### src/rtl/uart_cmd_pkg.sv
// -----------------------------------------------------------------------------
// uart_cmd_pkg
// Shared definitions for the UART command responder:
//   state_t          - responder FSM states
//   CMD_* / CHR_*    - recognised command bytes (lower-case form) and line ends
//   RSP_*            - status letters returned by the query command
//   to_lower()       - folds ASCII 'A'..'Z' onto 'a'..'z', other bytes unchanged
// -----------------------------------------------------------------------------
package uart_cmd_pkg;

   typedef enum logic [1:0] {
      IDLE   = 2'd0,
      DECODE = 2'd1,
      RESP1  = 2'd2,
      RESP2  = 2'd3
   } state_t;

   localparam logic [7:0] CMD_RUN   = 8'h72;  // 'r'
   localparam logic [7:0] CMD_STOP  = 8'h73;  // 's'
   localparam logic [7:0] CMD_CLR   = 8'h63;  // 'c'
   localparam logic [7:0] CMD_MODE  = 8'h6D;  // 'm'
   localparam logic [7:0] CMD_QUERY = 8'h71;  // 'q'
   localparam logic [7:0] CHR_CR    = 8'h0D;
   localparam logic [7:0] CHR_LF    = 8'h0A;

   localparam logic [7:0] RSP_RUN   = 8'h52;  // 'R'
   localparam logic [7:0] RSP_STOP  = 8'h53;  // 'S'
   localparam logic [7:0] RSP_UP    = 8'h55;  // 'U'
   localparam logic [7:0] RSP_DN    = 8'h44;  // 'D'

   // Upper-case letters differ from lower-case only in bit 5.
   function automatic logic [7:0] to_lower(input logic [7:0] b);
      return ((b >= 8'h41) && (b <= 8'h5A)) ? (b | 8'h20) : b;
   endfunction

endpackage

### src/rtl/uart_cmd_parser.sv
// -----------------------------------------------------------------------------
// uart_cmd_parser
// Pops ASCII command bytes from the RX FIFO, drives the counter-control
// outputs and pushes a one- or two-byte reply into the TX FIFO.
//
// Parameters:
//   ACK_CHAR  reply to an accepted control command
//   NAK_CHAR  reply to an unknown command
//   ERR_W     width of the saturating unknown-command counter
//
// Ports:
//   clk, rst           clock, synchronous active-high reset
//   rx_rdata/rx_empty  RX FIFO head byte and empty flag
//   rx_rd              pop RX FIFO head this edge
//   tx_wdata/tx_wr     byte and push strobe towards the TX FIFO
//   tx_full            TX FIFO full flag
//   run_en             counter run enable (level)
//   clear              counter clear, single-cycle pulse during DECODE
//   up_down            counter direction, 0 = up, 1 = down
//   err_cnt            saturating count of unknown commands
// -----------------------------------------------------------------------------
module uart_cmd_parser
   import uart_cmd_pkg::*;
#(
   parameter logic [7:0] ACK_CHAR = 8'h4B,
   parameter logic [7:0] NAK_CHAR = 8'h3F,
   parameter int         ERR_W    = 8
) (
   input  logic             clk,
   input  logic             rst,
   input  logic [7:0]       rx_rdata,
   input  logic             rx_empty,
   output logic             rx_rd,
   output logic [7:0]       tx_wdata,
   input  logic             tx_full,
   output logic             tx_wr,
   output logic             run_en,
   output logic             clear,
   output logic             up_down,
   output logic [ERR_W-1:0] err_cnt
);

   state_t           state_q;
   logic [7:0]       cmd_q;
   logic [7:0]       resp1_q;
   logic [7:0]       resp2_q;
   logic             two_q;      // reply has a second byte
   logic             run_en_q;
   logic             up_down_q;
   logic [ERR_W-1:0] err_q;

   logic [7:0]       cmd_lc;

   assign cmd_lc = to_lower(cmd_q);

   // FIFO strobes depend only on state and flags; reset forces them low
   // so nothing moves while rst is asserted, whatever state was left over.
   assign rx_rd = !rst && (state_q == IDLE) && !rx_empty;
   assign tx_wr = !rst && ((state_q == RESP1) || (state_q == RESP2)) && !tx_full;

   // clear must be high during the DECODE cycle itself, so it is decoded
   // from the registered command rather than registered again.
   assign clear = !rst && (state_q == DECODE) && (cmd_lc == CMD_CLR);

   always_comb begin
      tx_wdata = 8'h00;
      case (state_q)
         RESP1:   tx_wdata = resp1_q;
         RESP2:   tx_wdata = resp2_q;
         default: tx_wdata = 8'h00;
      endcase
   end

   assign run_en  = run_en_q;
   assign up_down = up_down_q;
   assign err_cnt = err_q;

   always_ff @(posedge clk) begin
      if (rst) begin
         state_q   <= IDLE;
         cmd_q     <= 8'h00;
         resp1_q   <= 8'h00;
         resp2_q   <= 8'h00;
         two_q     <= 1'b0;
         run_en_q  <= 1'b0;
         up_down_q <= 1'b0;
         err_q     <= '0;
      end else begin
         case (state_q)
            IDLE: begin
               if (!rx_empty) begin
                  cmd_q   <= rx_rdata;
                  state_q <= DECODE;
               end
            end

            DECODE: begin
               two_q   <= 1'b0;
               resp1_q <= ACK_CHAR;
               state_q <= RESP1;
               case (cmd_lc)
                  CMD_RUN:   run_en_q  <= 1'b1;
                  CMD_STOP:  run_en_q  <= 1'b0;
                  CMD_CLR:   ;  // pulse is generated combinationally
                  CMD_MODE:  up_down_q <= ~up_down_q;
                  CMD_QUERY: begin
                     // Reports the values in force at DECODE, i.e. after
                     // every earlier command has taken effect.
                     resp1_q <= run_en_q  ? RSP_RUN : RSP_STOP;
                     resp2_q <= up_down_q ? RSP_DN  : RSP_UP;
                     two_q   <= 1'b1;
                  end
                  CHR_CR, CHR_LF: state_q <= IDLE;  // silently ignored
                  default: begin
                     if (err_q != {ERR_W{1'b1}}) begin
                        err_q <= err_q + {{(ERR_W-1){1'b0}}, 1'b1};
                     end
                     resp1_q <= NAK_CHAR;
                  end
               endcase
            end

            RESP1: begin
               if (!tx_full) begin
                  state_q <= two_q ? RESP2 : IDLE;
               end
            end

            RESP2: begin
               if (!tx_full) begin
                  state_q <= IDLE;
               end
            end

            default: state_q <= IDLE;
         endcase
      end
   end

endmodule

### config.mk
export PLATFORM = sky130hd
export DESIGN_NAME = uart_cmd_parser
export DESIGN_NICKNAME = d
export VERILOG_FILES = /design/src/rtl/uart_cmd_pkg.sv /design/src/rtl/uart_cmd_parser.sv
export SDC_FILE = /design/constraint.sdc
export NUM_CORES = 1
export LEC_CHECK = 0
export BUFFER_PORTS_ARGS = -buffer_cell sky130_fd_sc_hd__clkbuf_2
export CAP_MARGIN = 0
export CELL_PAD_IN_SITES_DETAIL_PLACEMENT = 0
export CELL_PAD_IN_SITES_GLOBAL_PLACEMENT = 2
export CORE_ASPECT_RATIO = 0.9
export CORE_MARGIN = 1.5
export CORE_UTILIZATION = 25
export CTS_CLUSTER_DIAMETER = 120
export DETAILED_ROUTE_END_ITERATION = 16
export HOLD_SLACK_MARGIN = 0.06
export PLACE_DENSITY = 0.66
export SLEW_MARGIN = 20
export SYNTH_ARGS = -nofsm -noshare
export SYNTH_HDL_FRONTEND = slang
export SYNTH_SLANG_ARGS = --single-unit
### constraint.sdc
create_clock -name clk -period 4.1 [get_ports clk]
set_input_delay 0.82 -clock clk [delete_from_list [all_inputs] [get_ports clk]]
set_output_delay 0.82 -clock clk [all_outputs]
set_load 0.02 [all_outputs]
==> impl_metrics.ini <==
[synth]
async_flop_share_pct = 0
synth_seq_area_share_pct = 38.70
synth_top_family_by_area = simple AND/OR/NAND/NOR gates
synth.net_count = 202
synthAdderAreaFrac_pct = 1.501
synth_xor_area_share_pct = 0.5838
ys_types = 44
yosysMostFrequentCell = dfxtp_1
synth-main-ff-cell = dfxtp_1
yosys-top-cells-area = dfxtp_1 (39%), a21oi_1 (7.0%), nand2_1 (6.8%)
syn_area_mm2 = 0.001500
netlist_instances = 189
avgSynthCellArea_um2 = 7.938
synth_edf_count = 0
yosysWarnings = 0
yosys.area_share.simple_pct = 34.11
synth_top_area_cell = dfxtp_1
synth.cells.most_frequent = dfxtp_1 (29), nand2_1 (27), a21oi_1 (21)
synth_compound_area_share_pct = 17.18
ys_ff_latch = 29
yosysTopAreaCellShare_pct = 38.70
synth_mux_area_share_pct = 1.418

[drt]
totalWireLength_um = 3702
via_count = 1363
vias_per_cell = 4.766
first_pass_iters = 4
antenna_left = 0
routedWlPerCell_um = 12.94
drtIter0Drc = 47
drt_drc_violations_left = 0

[setup_path]
path_class = primary input to output pin
crit_buf_inv = 2
critPathTopFamily = buffers and inverters
cpMostUsedCell = clkbuf_2
r2r_end = err_cnt[0]$_SDFFE_PP0P_
critPathLaunchType = primary input
cp.depth = 5
path_cells = clkbuf_2 > nor2_1 > nand3_1 > nor4_1 > clkbuf_2
ff2ff_path_depth = 5
worst-endpoint-required_ps = 3280
cp_max_fo = 23
crit_arrival_ps = 1810
r2r-start = cmd_q[1]$_SDFFE_PP0P_
crit_path_end_kind = output pin
regToRegSetupSlack_ps = 1970
critPathSlowestCell = clkbuf_2
critPathMaxStageDelay_ps = 300

[final_layout]
fin_cells = 286
design_area_mm2 = 0.001795
syn2layout_area_growth_pct = 19.68
drive_gt1_share_pct = 21.30
num-nets-final = 228
diodes = 0

[placement]
gp_congestion = 0.7031
pre_cts_ws_ps = 1435
dpl.hpwl_um = 2601
dpl-instance-area_mm2 = 0.001679
dpl.cell_count = 278
io_buffers = 31

[sta]
setup_slack_ps = 1470
tightest_slew_ps = 975.6
max_slew_margin_pct = 34.46
min_period_over_period_pct = 64.14
final-hold-violation-count = 0
finalClockSkew_ps = 4.619
grt_setup_unrepaired = false
fin_tns_setup_ps = 0
finalSetupViolations = 0
hold_slack_ps = 456.3
finalCriticalPeriod_ps = 2630
maxSlewViolCount = 0
fmax_ghz = 0.3803

[power_and_ir_drop]
pwr_density_cell_mw_per_mm2 = 386.4
ir_drop_mv = 0.1853
leakage_uw = 0.0006601

[global_route]
grt_pass1_vias = 1248
grt_usage_pct = 12.04
grt_max_degree = 24
antenna_found_initial = 0
grt.overflow.total = 0
grt_first_pass_wirelength_um = 6134

[min_path]
whs_endpoint = two_q$_SDFFE_PP0P_
holdPathStages = 2
min_path_type = flop to flop
min_from = two_q$_SDFFE_PP0P_

[clocking]
cts_buffers = 5
root_buffer = clkbuf_8
h-tree-depth = 2
cts_buffer_depth = 2
cts-resized-gates = 0
cts.sinks = 29
cts_tree = yes
clock_latency_ps = 280
clk_pin_slew_ps = 60
cts_hold_buf = 0
cts_setup_buffers = 0

[die]
pin_count = 33
num_rows = 26
initial_utilization_pct = 26.20
die_w_um = 84.66
die_y_um = 76.49
die_area_mm2 = 0.006475
core_area_mm2 = 0.005725

[outcome]
outcome = finished, final reports clean

[run]
drv_cap = 0
-- flip-flops by register name, indices dropped and copies added, names as in the netlist --
signal	count
resp1_q	6
run_en	1
up_down	1
resp2_q	2
cmd_q	8
two_q	1
err_cnt	8
state_q	2
-- how the worst max path moves through the flow --
stage               endpoint  slack (ps)  startpoint
finish                 clear        1470         rst
global route           clear        1260         rst
CTS                    clear        1430         rst
detailed placement     clear        1430         rst
global placement       clear        1400         rst
floorplan              rx_rd        1490         rst
-- power breakdown --
part / switching [uW] / total [uW] / internal (uW)
sequential: 16.5 / 311 / 295
combinational: 45.1 / 75.3 / 30.2
clock: 109 / 307 / 198
-- layer usage --
| metal | GRT usage (%) | up-vias | part of all wire, % |
|---|---|---|---|
| met4 | 5.806 | 0 | 1.9 |
| met2 | 16.35 | 25 | 42 |
| li1 | - | 718 | - |
| met5 | 0 | - | 0 |
| met3 | 3.575 | 7 | 4.2 |
| met1 | 17.12 | 613 | 52 |
-- area by class of cell --
class	count	area, um^2
clock inverter	1	30.03
inverter	4	15.01
clock buffer	7	86.33
tap	70	87.58
multi-input combinational	142	825.8
timing repair buffer	33	170.2
fill	638	3930
sequential	29	580.6
-- worst min-delay path, cell delays in order, from the launching register on --
cell	delay, ps
dfxtp_1	310
nand2_1	50
a21oi_1	50
-- cells by family (layout without fill, tap and decap cells) --
family                   count (synthesis)  after routing
AO/OA/AOI/OAI                           41             41
buffers and inverters                   18             45
other                                    1              1
adder cells (fa/ha/maj)                  2              2
XOR/XNOR                                 1              1
AND/OR/NAND/NOR                         95             95
flip-flops                              29             29
multiplexers                             2              2
-- per-stage QoR --
stage	power, uW	utilization [%]
floorplan	373.4	-
finish	693.7	31.36
global placement	393.4	29.33
global route	728.3	31.36
CTS	704.1	31.36
detailed placement	393.5	29.33
-- layout by cell type, fill, tap and decap left out, types with 2 or more instances in the layout --
cell type / n
clkbuf_2: 31
dfxtp_1: 29
nand2_1: 27
a21oi_1: 21
nor2_1: 17
nand2b_1: 10
nand4_1: 6
o31ai_1: 6
clkbuf_8: 6
nor3_1: 5
or4_1: 5
a21boi_0: 4
nor2b_1: 4
inv_1: 4
and2_1: 3
nor4_1: 3
or3_1: 3
o21ai_0: 3
nand3b_1: 2
nor3b_1: 2
buf_4: 2
Power figures use the tool's default switching activity.
